--- config.mk ---
export PLATFORM = sky130hd
export DESIGN_NAME = load_store_unit
export DESIGN_NICKNAME = d
export VERILOG_FILES = /design/src/rtl/load_store_unit.sv
export SDC_FILE = /design/constraint.sdc
export NUM_CORES = 1
export LEC_CHECK = 0
export CAP_MARGIN = 10
export CORE_MARGIN = 2
export CORE_UTILIZATION = 35
export CTS_CLUSTER_DIAMETER = 120
export CTS_CLUSTER_SIZE = 14
export DETAILED_ROUTE_END_ITERATION = 16
export MAX_ROUTING_LAYER = met4
export SLEW_MARGIN = 0
export SYNTH_ARGS = -nofsm -noshare
export SYNTH_HDL_FRONTEND = slang
export SYNTH_SLANG_ARGS = --single-unit
export TNS_END_PERCENT = 5
--- constraint.sdc ---
create_clock -name clk -period 3.3 [get_ports clk]
set_clock_uncertainty 0.1 [all_clocks]
set_input_delay 0.33 -clock clk [delete_from_list [all_inputs] [get_ports clk]]
set_output_delay 0.33 -clock clk [all_outputs]
set_load 0.02 [all_outputs]
--- src/rtl/load_store_unit.sv ---
// rtl/load_store_unit.sv - load/store sequencer between execute stage and word-organised data memory
module load_store_unit #(
  parameter int ADDR_WIDTH = 8
) (
  input  logic                  clk,
  input  logic                  rst_n,
  input  logic                  req_valid,
  output logic                  req_ready,
  input  logic [5:0]            req_opcode,
  input  logic [31:0]           req_addr,
  input  logic [31:0]           req_wdata,
  output logic                  resp_valid,
  input  logic                  resp_ready,
  output logic [31:0]           resp_rdata,
  output logic                  resp_err,
  output logic                  busy,
  output logic [ADDR_WIDTH-1:0] mem_addr,
  output logic                  mem_read,
  output logic                  mem_write,
  output logic [31:0]           mem_wdata,
  input  logic [31:0]           mem_rdata
);

  localparam logic [5:0] OP_LB  = 6'h20;
  localparam logic [5:0] OP_LH  = 6'h21;
  localparam logic [5:0] OP_LW  = 6'h23;
  localparam logic [5:0] OP_LBU = 6'h24;
  localparam logic [5:0] OP_LHU = 6'h25;
  localparam logic [5:0] OP_SB  = 6'h28;
  localparam logic [5:0] OP_SH  = 6'h29;
  localparam logic [5:0] OP_SW  = 6'h2B;

  typedef enum logic [2:0] {
    S_IDLE,
    S_READ,
    S_CAPTURE,
    S_WRITE,
    S_RESP
  } state_t;

  state_t state, state_next;

  logic [5:0]            op_q;
  logic [ADDR_WIDTH-1:0] idx_q;
  logic [1:0]            off_q;
  logic [31:0]           word_q;
  logic [31:0]           rdata_q;
  logic                  err_q;

  logic        req_err;
  logic [31:0] load_val;
  logic [31:0] merged;
  logic        sub_store_q;

  always_comb begin
    req_err = 1'b0;
    case (req_opcode)
      OP_LB, OP_LBU, OP_SB: req_err = 1'b0;
      OP_LH, OP_LHU, OP_SH: req_err = req_addr[0];
      OP_LW, OP_SW:         req_err = (req_addr[1:0] != 2'b00);
      default:              req_err = 1'b1;
    endcase
    if ((req_addr >> (ADDR_WIDTH + 2)) != 32'd0) begin
      req_err = 1'b1;
    end
  end

  assign sub_store_q = (op_q == OP_SB) || (op_q == OP_SH);

  // Lane selection is little-endian: byte k lives in bits [8k+7:8k].
  always_comb begin
    logic [7:0]  byte_sel;
    logic [15:0] half_sel;
    byte_sel = mem_rdata[{off_q, 3'b000} +: 8];
    half_sel = mem_rdata[{off_q[1], 4'b0000} +: 16];
    load_val = mem_rdata;
    case (op_q)
      OP_LB:   load_val = {{24{byte_sel[7]}}, byte_sel};
      OP_LBU:  load_val = {24'd0, byte_sel};
      OP_LH:   load_val = {{16{half_sel[15]}}, half_sel};
      OP_LHU:  load_val = {16'd0, half_sel};
      default: load_val = mem_rdata;
    endcase
  end

  always_comb begin
    merged = mem_rdata;
    if (op_q == OP_SB) begin
      merged[{off_q, 3'b000} +: 8] = word_q[7:0];
    end else begin
      merged[{off_q[1], 4'b0000} +: 16] = word_q[15:0];
    end
  end

  always_ff @(posedge clk) begin
    if (!rst_n) begin
      state <= S_IDLE;
    end else begin
      state <= state_next;
    end
  end

  // word_q holds the store data from accept, then the merged word after CAPTURE.
  always_ff @(posedge clk) begin
    if (!rst_n) begin
      op_q    <= 6'd0;
      idx_q   <= '0;
      off_q   <= 2'd0;
      word_q  <= 32'd0;
      rdata_q <= 32'd0;
      err_q   <= 1'b0;
    end else begin
      case (state)
        S_IDLE: begin
          if (req_valid) begin
            op_q    <= req_opcode;
            idx_q   <= req_addr[ADDR_WIDTH+1:2];
            off_q   <= req_addr[1:0];
            word_q  <= req_wdata;
            rdata_q <= 32'd0;
            err_q   <= req_err;
          end
        end
        S_CAPTURE: begin
          if (sub_store_q) begin
            word_q <= merged;
          end else begin
            rdata_q <= load_val;
          end
        end
        default: ;
      endcase
    end
  end

  always_comb begin
    state_next = state;
    req_ready  = 1'b0;
    resp_valid = 1'b0;
    resp_rdata = 32'd0;
    resp_err   = 1'b0;
    busy       = (state != S_IDLE);
    mem_addr   = '0;
    mem_read   = 1'b0;
    mem_write  = 1'b0;
    mem_wdata  = 32'd0;
    case (state)
      S_IDLE: begin
        req_ready = 1'b1;
        if (req_valid) begin
          if (req_err) begin
            state_next = S_RESP;
          end else if (req_opcode == OP_SW) begin
            state_next = S_WRITE;
          end else begin
            state_next = S_READ;
          end
        end
      end
      S_READ: begin
        mem_read   = rst_n;
        mem_addr   = idx_q;
        state_next = S_CAPTURE;
      end
      S_CAPTURE: begin
        mem_addr   = idx_q;
        state_next = sub_store_q ? S_WRITE : S_RESP;
      end
      S_WRITE: begin
        // Gated by rst_n so a reset landing in WRITE drops the store.
        mem_write  = rst_n;
        mem_addr   = idx_q;
        mem_wdata  = word_q;
        state_next = S_RESP;
      end
      S_RESP: begin
        resp_valid = 1'b1;
        resp_rdata = rdata_q;
        resp_err   = err_q;
        if (resp_ready) begin
          state_next = S_IDLE;
        end
      end
      default: state_next = S_IDLE;
    endcase
  end

endmodule

# After elaboration in Yosys (flattened, before gate mapping)
# Cells that the tools add are included.
# W data, S select, Z words.
# word_totals
regBits,84
inputBits,106
wordCells,77
# op_classes
addsub,2
n_eq_ne,22
n_shift,6
mux,26
reduce_logical,14
# ops
cell,count
$mux W32,7
$pmux W32 S2,2
$pmux W32 S4,1
$eq A6 B6 Y1 const B,14
$bwmux W32,2
$reduce_bool A32 Y1,1
$shift A16 B7 Y32 const A,1
$shift A8 B7 Y32 const A,1
$shiftx A16 B7 Y32,1
$shiftx A32 B6 Y16,1
$shiftx A32 B6 Y8,1
$shiftx A8 B7 Y32,1
$pmux W3 S5,1
$neg A5 Y7,2
$mux W3,4
$reduce_or A3 Y1,3
$mux W8,1
$ne A2 B2 Y1 const B,4
$eq A3 B2 Y1 const B,2
$mux W1,6
$reduce_and A3 Y1,2
$reduce_and A2 Y1,2
$reduce_bool A2 Y1,2
$eq A3 B1 Y1 const B,1
other kinds (7),7

# Longest topological paths before layout
# Gate-level depths: netlist of run 1.
# logic_depth
depth_word,7
ltp_mapped,10
ltp_nobuf,6

# Worst setup path before layout of run 1
# Ideal clock, no wire load.
# synth_path
path_kind,flip-flop to flip-flop
from,reg off_q[1]
to,reg word_q[24]
setup_ps,78
arrival_time_ps,2175
t_required_ps,3122
slack_ps,947
path_stages_with_launch,9
path_cell_list,dfxtp_1 buf_2 inv_1 clkbuf_1 ha_1 nor3b_1 a31oi_1 o221a_2 nor3_1
# synth_via
elab_chain_cells,6
elab_cells_between_ends,11
# synth_rtl
element,line_no,rtl
"start, declared",45,logic [1:0] off_q;
"start signal, assigned",118,off_q <= req_addr[1:0];
"$neg A5 Y7, on equally long branches","91, 89",
$shiftx A16 B7 Y32 (tied with other cells),91,"merged[{off_q[1], 4'b0000} +: 16] = word_q[15:0];"
"$bwmux W32, on equally long branches","91, 89",
$mux W32 *,88,if (op_q == OP_SB) begin
$mux W32 *,125,if (sub_store_q) begin
$pmux W32 S2 *,113,case (state)
"end signal, assigned",119,word_q <= req_wdata;
"end signal, assigned",126,word_q <= merged;
"end, declared",46,logic [31:0] word_q;
# Every way passes the cells marked *; elsewhere a longest branch is shown, timed or not. The select of a mux whose other input is x is not followed.
# A chain may end at the register's enable or synchronous reset.

# Final worst setup path of run 1
# layout_path
from,reg state[0]
to,out mem_addr[2]
# layout_via
elab_chain_cells,3
elab_cells_between_ends,5
# layout_rtl
element,line_no,rtl
"start, declared",41,"state_t state, state_next;"
"start signal, assigned",99,state <= state_next;
$eq A3 B2 Y1 / $eq A3 B1 Y1 (equally long branches),147,case (state)
$reduce_or A3 Y1 (no line) *,--,
$mux W8 *,147,
"end, declared",17,"output logic [ADDR_WIDTH-1:0] mem_addr,"
# Every way passes the cells marked *; elsewhere a longest branch is shown, timed or not.

==> impl_metrics.yaml, run 1 <==
detailed_routing:
  drc_errors: 0
  drtAntennaViolNets: 0
  wire_per_inst_um: 21.7
  dr_total_vias: 6003
  firstDrtPassIters: 5
  wirelength_um: 21900
  via_per_inst: 5.94
  drt-initial-drc-count: 576
setup_path:
  crit_required_ps: 2870
  r2r_slack_ps: 810
  arrival_ps: 2370
  path_common_cell: "nor2_1"
  path_max_fanout: 10
  critical_path_class: "reg -> out"
  worstSetupEndpointType: "primary output"
  cp_slowest_cell: "clkdlybuf4s50_1"
  start_kind: "flip-flop"
  crit_chain: "nor2_1 > nor2_1 > and2_1 > clkdlybuf4s50_1"
  rr_worst_depth: 5
  cpPeakStageDelay_ps: 610
global_route:
  gr-usage-all-layers_pct: 27.1
  antenna_found_initial: 0
  grt_pass1_vias: 5779
  overflow: 0
  grt_start_max_net_pins: 39
  grt_pass1_wl_um: 33100
sta:
  finalSetupViolCount: 0
  slew_violations: 0
  min_period_ps: 2800
  rsz0062_at_grt: "no"
  timing.final.hold_violations: 0
  period_share_pct: 84.9
  tns_ps: 0
  holdWs_ps: 357
  relSlewSlack_pct: 37.3
  setup_slack_ps: 498
  tightest_slew_ps: 933
  max_clock_freq_mhz: 357
synth:
  syn_nets: 774
  netlist_instances: 663
  synth_top_area_cell: "dfxtp_1"
  synth_top_cell_area_share_pct: 31.2
  ys_async_sr_fraction_pct: 0
  ys_types: 72
  synthTopCellsByArea: "dfxtp_1, nand2_1, and2_1"
  yosys_most_used_dff: "dfxtp_1"
  synth_warnings: 0
  mappedNetlistArea_um2: 5400
  ys_seq_area_share_pct: 31.2
  synth-seq-cells: 84
  synth-edff-count: 0
  synth.avg_cell_area_um2: 8.14
pwr:
  ir_drop_v: 0.000212
  cellLeakagePower_nw: 2.83
  power_mw: 2.74
  pwr_density_cell_nw_per_um2: 356
finish:
  final_cells: 1011
  nFillCells: 1451
  mostFrequentLayoutCells: "clkdlybuf4s50_1, nand2_1, dfxtp_1"
  final_util_pct: 50.9
  diodes: 0
  final-seq-area_um2: 1680
  fin_area_um2: 7700
  syn_to_final_growth_pct: 42.7
  multi_input_area_um2: 3350
  drive_above_1_share_pct: 10.2
  final_common_cell: "clkdlybuf4s50_1"
  nNetsFinal: 929
placement:
  place_area_um2: 7380
  place.detailed.hpwl_um: 16600
  port_buffers: 183
  dpl.cell_count: 995
  pre_cts_ws_ps: 576
  place_congestion: 0.883
clock_network:
  cts_buffers: 9
  clock_latency_ps: 350
  post_cts_buffers: 0
  postCtsHoldBufs: 0
  cts_tree: "yes"
  root_buffer: "clkbuf_16"
  cts_resized: 0
  clkTransAtPathRegs_ps: 70
  cts.sinks: 84
  cts.path.max_buffers: 2
  cts-htree-levels: 3
floorplanning:
  core_area_um2: 15100
  die_height_um: 128
  start_util_pct: 35.6
  io_pins: 184
  rows: 45
  die_w_um: 128
  dieArea_um2: 16400
worst_hold_path:
  min_path_type: "reg -> reg"
  min_path_cells: 2
flow_run:
  drv_cap: 0
run_status:
  outcome: "complete, no violations"
==> registers in the layout (all words and copies together) (netlist names) <==
signal,flops
word_q,32
state,3
idx_q,8
err_q,1
off_q,2
op_q,6
rdata_q,32
==> Yosys cell counts, drive strengths merged (4+ instances only) <==
cell type and n:
nand4 15, o2111ai 6, nor4 7, nand3 9
mux2i 11, o22ai 15, nor3 20, and3 37
nor2 36, nor2b 9, o31ai 7, a311oi 9
a21oi 30, o21ai 16, o32ai 9, a211oi 14
and2 43, inv 16, a31oi 23, a32o 8
o211ai 7, dfxtp 84, o2bb2ai 4, nand2 86
buf 25, ha 5, a221o 18, clkbuf 41
o221a 16, a22o 5
==> worst paths after layout <==
check                                      startpoint                      to
worst min-delay path            idx_q[1]$_SDFFE_PN0P_   idx_q[1]$_SDFFE_PN0P_
worst min register to register  idx_q[1]$_SDFFE_PN0P_   idx_q[1]$_SDFFE_PN0P_
worst max register to register   op_q[3]$_SDFFE_PN0P_  word_q[1]$_SDFFE_PN0P_
worst max-delay path            state[0]$_SDFFE_PN0P_             mem_addr[2]
==> area by class of cell <==
class	instances	area share, %
flip-flops and latches	84	21.8
inverters	17	0.828
clock buffers	9	2.92
multi-input cells	496	43.5
well taps	188	3.05
clock inverters	7	1.28
repair buffers	210	26.6
==> power by group <==
group / switching, mW / internal [mW] / total, mW
sequential: 0.0522 / 1.06 / 1.11
combinational: 0.270 / 0.233 / 0.503
clock: 0.453 / 0.670 / 1.12
==> metal layers <==
metal	GRT usage, %	vias to the layer above	share of wire, %
met1	35.4	2836	44
met4	10.8	0	3.2
met2	42.5	309	46
met5	-	-	0
met3	3.71	41	7.2
li1	-	2817	-
==> critical path: cells and delay by family (launching register included) <==
kind	cells	cell delay (ps)
buffers and inverters	1	610
AND/OR/NAND/NOR	3	830
flip-flops	1	590
==> cells by family (layout without fill, tap and decap cells) <==
logic type | Yosys count | count (layout) | synth area share, %
buffers and inverters | 83 | 243 | 7.16
AOI/OAI and AO/OA | 195 | 195 | 29.3
muxes | 13 | 13 | 2.67
DFF | 84 | 84 | 31.2
adders and majority gates | 5 | 5 | 1.16
and+or+nand+nor | 283 | 283 | 28.5
Power figures use the tool's default switching activity.
==> run 2: changes to the inputs <==
Clock period 3.3 ns to 2.8 ns, I/O delays scaled along.
==> impl_metrics.yaml, run 2 (synthesis results as in run 1) <==
sta:
  rsz0062_at_grt: "yes"
  slew_violations: 0
  timing.final.hold_violations: 0
  period_share_pct: 97.2
  min_period_ps: 2720
  holdWs_ps: 350
  relSlewSlack_pct: 29.2
  tightest_slew_ps: 1060
  finalSetupViolCount: 0
  max_clock_freq_mhz: 367
  setup_slack_ps: 78.6
clock_network:
  clkTransAtPathRegs_ps: 70
  cts_buffers: 9
  clock_latency_ps: 360
  cts_tree: "yes"
  cts-htree-levels: 3
  post_cts_buffers: 0
  cts.path.max_buffers: 2
  cts.sinks: 84
  root_buffer: "clkbuf_16"
worst_hold_path:
  min_path_type: "reg -> reg"
finish:
  syn_to_final_growth_pct: 43.0
  mostFrequentLayoutCells: "clkdlybuf4s50_1, nand2_1, dfxtp_1"
  nNetsFinal: 933
  diodes: 0
  final-seq-area_um2: 1680
  largestRegisters: "rdata_q (32), word_q (32), idx_q (8)"
  final_common_cell: "clkdlybuf4s50_1"
  nFillCells: 1419
  multi_input_area_um2: 3350
  drive_above_1_share_pct: 10.8
pwr:
  pwr_density_cell_nw_per_um2: 410
  power_mw: 3.16
  ir_drop_v: 0.000278
  cellLeakagePower_nw: 2.84
global_route:
  grt_pass1_wl_um: 32600
  grt_pass1_vias: 5719
  grt_start_max_net_pins: 39
  overflow: 0
  gr-usage-all-layers_pct: 26.6
  antenna_found_initial: 0
detailed_routing:
  wirelength_um: 21400
  drc_errors: 0
  drtAntennaViolNets: 0
  firstDrtPassIters: 5
  via_per_inst: 5.83
  drt-initial-drc-count: 430
  wire_per_inst_um: 21.1
  dr_total_vias: 5922
setup_path:
  start_kind: "flip-flop"
  crit_chain: "inv_1 > and3_1 > buf_4 > and2_1 > clkdlybuf4s50_1"
  path_max_fanout: 33
  worstSetupEndpointType: "primary output"
  critical_path_class: "reg -> out"
  arrival_ps: 2340
  crit_required_ps: 2420
  cpPeakStageDelay_ps: 620
  cp_slowest_cell: "dfxtp_1"
floorplanning:
  io_pins: 184
  die_w_um: 128
  core_area_um2: 15100
  die_height_um: 128
  start_util_pct: 35.6
  rows: 45
  dieArea_um2: 16400
placement:
  place.detailed.hpwl_um: 16100
  port_buffers: 183
  pre_cts_ws_ps: 146
  place_congestion: 0.866
flow_run:
  drv_cap: 0
run_status:
  outcome: "complete, no violations"
==> run 2: per-layer routing <==
layer	GRT usage [%]	share of wire [%]
met1	34.9	45
met2	41.7	46
met3	3.63	6.5
met4	9.76	2.5
met5	-	0
==> run 2: worst paths after layout <==
path,start,endpoint,slack (ps),depth (start not counted)
setup / recovery,state[2]$_SDFFE_PN0P_,mem_wdata[30],80,5
hold / removal,idx_q[4]$_SDFFE_PN0P_,idx_q[4]$_SDFFE_PN0P_,350,2
setup reg to reg,op_q[4]$_SDFFE_PN0P_,rdata_q[18]$_SDFFE_PN0P_,390,3
hold reg to reg,idx_q[4]$_SDFFE_PN0P_,idx_q[4]$_SDFFE_PN0P_,350,2
==> run 2: area by class of cell <==
type                            count  area share [%]
Tap cell                          188            3.05
Clock buffer                        9            2.92
Clock inverter                      7            1.10
Inverter                           17           0.826
Sequential cell                    84            21.8
Timing Repair Buffer              214            26.9
Multi-Input combinational cell    496            43.4
==> run 2: worst max-delay path: cells and delay by family (launching register included) <==
kind                   cells  cell delay, ps
flip-flops                 1             620
AND/OR/NAND/NOR            2             420
buffers and inverters      3             930
==> run 2: what timing repair did <==
| action | 4_1_cts | 5_1_grt |
|---|---|---|
| setup endpoints to repair | 0 | 47 |
| gates resized for setup | 0 | 1 |
| hold buffers | 0 | 0 |
==> run 2: power by group <==
group	switching [mW]	leakage, nW	internal (mW)
combinational	0.312	2.00	0.277
sequential	0.0606	0.687	1.25
clock	0.558	0.149	0.706
total	0.931	2.84	2.23
==> run 2: per-stage QoR <==
stage	instances	utilization, %	TNS, ps	cell area, um^2
5_1_grt	1015	51.0	-415	7720
3_5_place_dp	999	48.9	0	7410
2_1_floorplan	663	-	0	5400
3_3_place_gp	999	48.9	0	7410
6_report	1015	51.0	0	7720
4_1_cts	1015	51.0	0	7720
==> run 3: changes to the inputs <==
Settings changed: SLEW_MARGIN 0 to 25.
==> impl_metrics.yaml, run 3 (synthesis results as in run 1) <==
finish:
  final_util_pct: 51.0
  syn_to_final_growth_pct: 43.1
  final-seq-area_um2: 1680
  final_common_cell: "clkdlybuf4s50_1"
  nFillCells: 1420
  multi_input_area_um2: 3360
  diodes: 0
  nNetsFinal: 933
  drive_above_1_share_pct: 10.9
  mostFrequentLayoutCells: "clkdlybuf4s50_1, nand2_1, dfxtp_1"
  largestRegisters: "rdata_q (32), word_q (32), idx_q (8)"
  final_cells: 1015
detailed_routing:
  dr_total_vias: 5936
  wirelength_um: 21500
  via_per_inst: 5.85
  firstDrtPassIters: 5
  drc_errors: 0
  drt-initial-drc-count: 520
  wire_per_inst_um: 21.2
  drtAntennaViolNets: 0
floorplanning:
  die_w_um: 128
  core_area_um2: 15100
  die_height_um: 128
  dieArea_um2: 16400
  io_pins: 184
  rows: 45
  start_util_pct: 35.6
pwr:
  p_int_mw: 2.23
  switchingPower_mw: 0.932
  pwr_density_cell_nw_per_um2: 410
  power_frac_comb_pct: 18.7
  power_mw: 3.16
  swShare_pct: 29.5
  p_clk_share_pct: 40.0
  cellLeakagePower_nw: 2.84
  ir_drop_v: 0.000277
  seqPwrFrac_pct: 41.4
flow_run:
  drv_cap: 0
run_status:
  outcome: "complete, no violations"
clock_network:
  cts-htree-levels: 3
  cts_buffers: 9
  clock_latency_ps: 350
  root_buffer: "clkbuf_16"
  post_cts_buffers: 0
  cts.sinks: 84
  postCtsHoldBufs: 0
  cts_tree: "yes"
  cts.path.max_buffers: 2
  clkTransAtPathRegs_ps: 70
setup_path:
  start_kind: "flip-flop"
  crit_required_ps: 2420
  critical_path_class: "reg -> out"
  arrival_ps: 2320
  path_max_fanout: 33
  worstSetupEndpointType: "primary output"
global_route:
  grt_pass1_vias: 5719
  antenna_found_initial: 0
  overflow: 0
  gr-usage-all-layers_pct: 26.6
  grt_pass1_wl_um: 32600
  grt_start_max_net_pins: 39
sta:
  slew_violations: 0
  min_period_ps: 2700
  holdWs_ps: 350
  finalSetupViolCount: 0
  period_share_pct: 96.6
  max_clock_freq_mhz: 370
  tightest_slew_ps: 905
  timing.final.hold_violations: 0
  relSlewSlack_pct: 39.2
  rsz0062_at_grt: "yes"
worst_hold_path:
  min_path_type: "reg -> reg"
placement:
  place.detailed.hpwl_um: 16100
  dpl.cell_count: 999
  port_buffers: 183
  place_congestion: 0.866
[run 3: critical path, stage by stage (launching register included)]
cell             delay [ps]
dfxtp_1                 610
inv_1                   170
and3_1                  210
buf_4                   210
and2_1                  200
clkdlybuf4s50_1         540
[run 3: worst paths after layout]
| path | slack (ps) | from | depth (start not counted) | endpoint |
|---|---|---|---|---|
| setup / recovery | 100 | state[2]$_SDFFE_PN0P_ | 5 | mem_wdata[30] |
| hold / removal | 350 | idx_q[4]$_SDFFE_PN0P_ | 2 | idx_q[4]$_SDFFE_PN0P_ |
| setup reg to reg | 400 | op_q[4]$_SDFFE_PN0P_ | 3 | rdata_q[18]$_SDFFE_PN0P_ |
| hold reg to reg | 350 | idx_q[4]$_SDFFE_PN0P_ | 2 | idx_q[4]$_SDFFE_PN0P_ |
[run 3: power groups by stage]
stage	Clock, mW	Sequential, mW	Combinational (mW)
after detailed placement	0	1.34	0.582
after global routing	1.33	1.31	0.635
after global placement	0	1.33	0.578
after floorplan	0	1.30	0.303
after CTS	1.28	1.31	0.585
final	1.26	1.31	0.590
[run 3: layer usage]
metal  part of all wire [%]  GRT usage, %  up-vias
met3                    6.7          3.63       35
met5                      0             -        -
met2                     46          41.7      273
met1                     45          34.9     2808
li1                       -             -     2820
met4                    2.5          9.76        0
[run 3: per-stage QoR]
step                      TNS [ps]  setup slack (ps)  area [um^2]
after CTS                        0              1.20         7720
after floorplan                  0               447         5400
final                            0              95.5         7720
after detailed placement         0               146         7410
after global placement           0               266         7410
after global routing          -415             -70.8         7720
[run 3: final cells by class]
| class | count | share of cell area [%] |
|---|---|---|
| clock inverters | 7 | 1.10 |
| repair buffers | 214 | 26.9 |
| well taps | 188 | 3.05 |
| inverters | 17 | 0.826 |
| flip-flops and latches | 84 | 21.8 |
| multi-input cells | 496 | 43.4 |
| clock buffers | 9 | 2.92 |
[run 3: timing repair]
item,4_1_cts,5_1_grt
gates resized for setup,0,1
setup endpoints to repair,0,47
hold endpoints to repair,0,0
